<file path="src/rtl/camera64x64_dummy.sv">
// Synthetic camera: streams a per-frame test pattern MSB-first on SDO,
// advancing one bit per falling edge of the asynchronous reader clock SCLK.
module camera64x64_dummy #(
   parameter int SYNC_STAGES = 2,
   parameter int WIDTH       = 64
) (
   input  logic                     CLK,
   input  logic                     RST,
   input  logic                     SCLK,
   output logic                     SDO,
   output logic [$clog2(WIDTH)-1:0] PIX_X,
   output logic [$clog2(WIDTH)-1:0] PIX_Y,
   output logic [2:0]               BIT_IDX,
   output logic [7:0]               FRAME,
   output logic                     FRAME_DONE
);

   localparam int AW = $clog2(WIDTH);
   localparam logic [AW-1:0] LAST = AW'(WIDTH - 1);

   logic [SYNC_STAGES-1:0] sync_r;
   logic                   hist_r;
   logic                   fall_s;
   logic [AW-1:0]          x_nx_s;
   logic [AW-1:0]          y_nx_s;
   logic [2:0]             bit_nx_s;
   logic [7:0]             frame_nx_s;
   logic [7:0]             pix_nx_s;
   logic                   done_nx_s;

   function automatic logic [7:0] pixel_value(input logic [AW-1:0] x,
                                              input logic [AW-1:0] y,
                                              input logic [7:0]    f);
      logic [7:0] xs;
      logic [7:0] ys;
      xs = 8'(x);
      ys = 8'(y);
      pixel_value = (xs * 8'd4) + ys + f;
   endfunction

   // SCLK synchroniser chain followed by the edge-history flop
   always_ff @(posedge CLK) begin
      if (RST) begin
         sync_r <= '0;
         hist_r <= 1'b0;
      end else begin
         sync_r <= {sync_r[SYNC_STAGES-2:0], SCLK};
         hist_r <= sync_r[SYNC_STAGES-1];
      end
   end

   // Only falling edges move the stream, keeping SDO stable for the reader's rise
   assign fall_s = ~sync_r[SYNC_STAGES-1] & hist_r;

   // Next-state scan position, frame counter and end-of-frame pulse
   always_comb begin
      x_nx_s     = PIX_X;
      y_nx_s     = PIX_Y;
      bit_nx_s   = BIT_IDX;
      frame_nx_s = FRAME;
      done_nx_s  = 1'b0;
      if (fall_s) begin
         if (BIT_IDX != 3'd0) begin
            bit_nx_s = BIT_IDX - 3'd1;
         end else begin
            bit_nx_s = 3'd7;
            if (PIX_X == LAST) begin
               x_nx_s = '0;
               if (PIX_Y == LAST) begin
                  y_nx_s     = '0;
                  frame_nx_s = FRAME + 8'd1;
                  done_nx_s  = 1'b1;
               end else begin
                  y_nx_s = PIX_Y + {{(AW-1){1'b0}}, 1'b1};
               end
            end else begin
               x_nx_s = PIX_X + {{(AW-1){1'b0}}, 1'b1};
            end
         end
      end else begin
         done_nx_s = 1'b0;
      end
      // SDO is taken from the next-state position so it is never one bit stale
      pix_nx_s = pixel_value(x_nx_s, y_nx_s, frame_nx_s);
   end

   // Registered outputs
   always_ff @(posedge CLK) begin
      if (RST) begin
         PIX_X      <= '0;
         PIX_Y      <= '0;
         BIT_IDX    <= 3'd7;
         FRAME      <= 8'd0;
         FRAME_DONE <= 1'b0;
         SDO        <= 1'b0;
      end else begin
         PIX_X      <= x_nx_s;
         PIX_Y      <= y_nx_s;
         BIT_IDX    <= bit_nx_s;
         FRAME      <= frame_nx_s;
         FRAME_DONE <= done_nx_s;
         SDO        <= pix_nx_s[bit_nx_s];
      end
   end

endmodule

</file>
<file path="config.mk">
export PLATFORM = sky130hd
export DESIGN_NAME = camera64x64_dummy
export DESIGN_NICKNAME = d
export VERILOG_FILES = /design/src/rtl/camera64x64_dummy.sv
export SDC_FILE = /design/constraint.sdc
export NUM_CORES = 1
export LEC_CHECK = 0
export ABC_CLOCK_PERIOD_IN_PS = 4300
export BUFFER_PORTS_ARGS = -buffer_cell sky130_fd_sc_hd__buf_2
export CAP_MARGIN = 40
export CELL_PAD_IN_SITES_DETAIL_PLACEMENT = 1
export CELL_PAD_IN_SITES_GLOBAL_PLACEMENT = 1
export CORE_AREA = 2 2 76 70
export CTS_CLUSTER_DIAMETER = 80
export CTS_CLUSTER_SIZE = 12
export DETAILED_ROUTE_END_ITERATION = 8
export DIE_AREA = 0 0 78 72
export HOLD_SLACK_MARGIN = 0.08
export PLACE_DENSITY = 0.78
export REMOVE_ABC_BUFFERS = 1
export SYNTH_ARGS = -nofsm -noshare
export SYNTH_HDL_FRONTEND = slang
export SYNTH_SLANG_ARGS = --single-unit
export TNS_END_PERCENT = 10
</file>
<file path="constraint.sdc">
create_clock -name CLK -period 4.3 [get_ports CLK]
set_clock_uncertainty 0.15 [all_clocks]
set_input_delay 0.43 -clock CLK [delete_from_list [all_inputs] [get_ports CLK]]
set_output_delay 0.43 -clock CLK [all_outputs]
set_load 0.005 [all_outputs]
</file>
==> results.sh <==
export IMPL_fp_dieH_um=72
export IMPL_crit_family="simple AND/OR/NAND/NOR gates"
export IMPL_cts_tree="built"
export IMPL_peakVddDrop_uv=168.1
export IMPL_synth_top_cell_area_share_pct=31.50
export IMPL_fp_dieArea_mm2=0.005616
export IMPL_setup_viol_count_final=0
export IMPL_timing_rr_start="PIX_Y[0]$_SDFF_PP0_"
export IMPL_start_util_pct=37.03
export IMPL_hold_viol=0
export IMPL_ys_seq_area_share_pct=31.50
export IMPL_ys_ff_latch=28
export IMPL_synth_cell_types=48
export IMPL_hold_depth=2
export IMPL_grt_max_degree=21
export IMPL_sw_frac_of_total_pct=20.60
export IMPL_holdPathEnd="sync_r[0]$_SDFF_PP0_"
export IMPL_arrival_ps=4210
export IMPL_cp_start_kind="flop"
export IMPL_fin_area_mm2=0.002175
export IMPL_die_x_um=78
export IMPL_min_path_type="input port to flop"
export IMPL_min_from="SCLK"
export IMPL_r2r_slack_ps=170
export IMPL_p_clk_share_pct=43.7
export IMPL_maxSlewHeadroom_pct=62.29
export IMPL_synth_area_mux_share_pct=1.195
export IMPL_syn_area_per_cell_um2=8.513
export IMPL_cts_sinks=28
export IMPL_p_int_mw=0.3915
export IMPL_drcViolationCount=0
export IMPL_synth_compound_area_share_pct=12.80
export IMPL_p_comb_share_pct=3.2
export IMPL_cpPeakStageDelay_ps=520
export IMPL_finalSetupTns_ps=0
export IMPL_clk_pin_slew_ps=100
export IMPL_synth_xor_area_share_pct=6.892
export IMPL_synth_edf_count=0
export IMPL_drt_iter0_markers=58
export IMPL_switching_power_mw=0.1016
export IMPL_status="complete, no violations"
export IMPL_routedWlPerCell_um=14.86
export IMPL_power_frac_seq_pct=53.2
export IMPL_cts_htree_levels=1
export IMPL_vias_per_cell=5.117
export IMPL_synth_top_cells_by_count="28 x dfxtp_1, 22 x nor2_1, 18 x nand2_1"
export IMPL_drive_gt1_share_pct=21.40
export IMPL_synth_top_family_by_area="simple AND/OR/NAND/NOR gates"
export IMPL_crit_required_ps=4380
export IMPL_hpwlAfterDp_mm=3.624
export IMPL_synth_area_mm2=0.001779
export IMPL_crit_chain="ha_1 > nand4_1 > nor4_4 > buf_4 > and3_1 > nand4_1 > xor2_2 > fa_1 > inv_1 > ha_1 > or2_2 > o2111a_1 > or3_1 > a211o_1 > nand3_1"
export IMPL_r2r_end="SDO$_SDFF_PP0_"
export IMPL_post_place_ws_ps=-79.64
export IMPL_yosys_warnings=0
export IMPL_root_buffer="clkbuf_8"
export IMPL_r2r_worst_path_cells=15
export IMPL_tightest_slew_ps=558.4
export IMPL_powerDensity_mw_per_mm2=226.8
export IMPL_via_count=1576
export IMPL_grt_util_all_layers_pct=16.92
export IMPL_clock_latency_ps=280
export IMPL_synth_area_top_cells="dfxtp_1 32%, ha_1 9.8%, fa_1 5.6%"
export IMPL_first_global_vias=1567
export IMPL_nets=266
export IMPL_fp_row_count=24
export IMPL_slew_violations=0
export IMPL_numPortBuffers=27
export IMPL_area_delta_synth_final_pct=22.22
export IMPL_synthAdderAreaFrac_pct=15.47
export IMPL_drtAntennaViolNets=0
export IMPL_dpl_cell_area_mm2=0.002017
export IMPL_finalHoldWorstSlack_ps=203.9
export IMPL_worst_slack_ps=174.5
export IMPL_cts_buffers=3
export IMPL_cpMaxStageDelayCell="fa_1"
export IMPL_period_minus_slack_ps=4125
export IMPL_fmaxAchievable_mhz=242.4
export IMPL_firstDrtPassIters=4
export IMPL_period_share_pct=95.94
export IMPL_core_mm2=0.004805
export IMPL_antenna_found_initial=0
export IMPL_crit_fanout=5
export IMPL_worstSetupPathType="flop to flop"
export IMPL_p_leak_nw=1.023
export IMPL_antenna_cells=0
export IMPL_wl_mm=4.578
export IMPL_drv_cap=0
export IMPL_ys_flop_type="dfxtp_1"
export IMPL_grt_pass1_wl_mm=7.500
export IMPL_cts_path_max_buffers=2
export IMPL_grt_overflow=0
export IMPL_synth_area_leader_cell="dfxtp_1"
export IMPL_synth_simple_area_share_pct=27.64
export IMPL_synthArstFlopShare_pct=0
export IMPL_endpoint_kind="flop"
export IMPL_synth_most_common_cell="dfxtp_1"
export IMPL_io_pins=28
export IMPL_syn_inst=209
export IMPL_path_buf_inv=2
export IMPL_gp_congestion=0.7978
==> state kept, by name (all words and copies together), names as in the netlist <==
register,count
sync_r,2
hist_r,1
BIT_IDX,3
PIX_Y,6
PIX_X,6
SDO,1
FRAME_DONE,1
FRAME,8
==> layout make-up <==
cell class,count,area [µm²]
clock buffers,3,41.29
inverters,15,56.30
flip-flops and latches,28,560.5
repair buffers,34,187.7
multi-input cells,162,1217
fillers,579,2630
clock inverters,1,30.03
well taps,65,81.33
==> metrics by stage <==
| step | power, mW | instances | utilization [%] |
|---|---|---|---|
| final | 0.4931 | 308 | 45.26 |
| after detailed placement | 0.2830 | 303 | 41.98 |
| after floorplan | 0.2755 | 205 | - |
| after global routing | 0.5077 | 308 | 45.26 |
| after CTS | 0.4958 | 307 | 43.70 |
| after global placement | 0.2826 | 303 | 41.98 |
==> repair_timing <==
| item | in CTS | in global routing |
|---|---|---|
| endpoints found under the setup margin | 1 | 1 |
| hold buffers | 0 | 0 |
| setup buffers | 0 | 1 |
| resized for setup | 2 | 12 |
==> cell usage in the layout, fill, tap and decap left out, types with 2 or more instances in the layout <==
master and n:
o21ai_1 2, fa_1 5, inv_1 14, a21boi_0 2, nand3_1 7, o21ai_0 4, nor3_1 5, buf_4 7
xor2_2 2, or3_1 2, nand4_1 8, or2_1 2, a21oi_1 10, or4_1 2, a211o_1 2, dfxtp_1 28
and2_1 5, a21o_1 2, nand2_1 18, nor2_1 22, xor2_1 5, nor2b_1 3, and3_1 5, clkbuf_8 3
xnor2_1 7, buf_2 27, nand2b_1 3, ha_1 13
==> power by group through the flow <==
stage,combinational [mW],clock [mW],sequential [mW]
3_3_place_gp,0.0148,0,0.268
5_1_grt,0.0178,0.227,0.262
2_1_floorplan,0.00777,0,0.268
4_1_cts,0.0151,0.219,0.262
6_report,0.0156,0.215,0.262
3_5_place_dp,0.0150,0,0.268
==> worst max path at each step <==
stage	end	cells past startpoint	slack, ps	startpoint
final	SDO$_SDFF_PP0_	15	170	PIX_Y[0]$_SDFF_PP0_
after global routing	SDO$_SDFF_PP0_	15	-20	PIX_Y[0]$_SDFF_PP0_
after CTS	SDO$_SDFF_PP0_	17	6	BIT_IDX[0]$_SDFF_PP1_
after detailed placement	SDO$_SDFF_PP0_	17	-80	BIT_IDX[0]$_SDFF_PP1_
after global placement	SDO$_SDFF_PP0_	17	70	BIT_IDX[0]$_SDFF_PP1_
after floorplan	SDO$_SDFF_PP0_	15	130	BIT_IDX[0]$_SDFF_PP1_
==> cells by family after synthesis <==
| group | after synthesis |
|---|---|
| simple gates | 93 |
| mux | 2 |
| compound gates | 34 |
| fa+ha+maj | 19 |
| buf+inv | 19 |
| flops | 28 |
| xor+xnor | 14 |
==> worst register-to-register path, stage by stage (launching register included) <==
cell and delay [ps]:
dfxtp_1 410, ha_1 220, nand4_1 220, nor4_4 270, buf_4 170, and3_1 180, nand4_1 140, xor2_2 210
fa_1 520, inv_1 40, ha_1 320, or2_2 330, o2111a_1 160, or3_1 390, a211o_1 270, nand3_1 70
==> routing by layer <==
metal	vias to the layer above	wire length [µm]	GRT usage, %
met3	4	140	2.612
met2	23	2278	30.36
li1	800	-	-
met4	0	40	2.729
met5	-	0	0
met1	749	2119	22.02
Power figures use the tool's default switching activity.
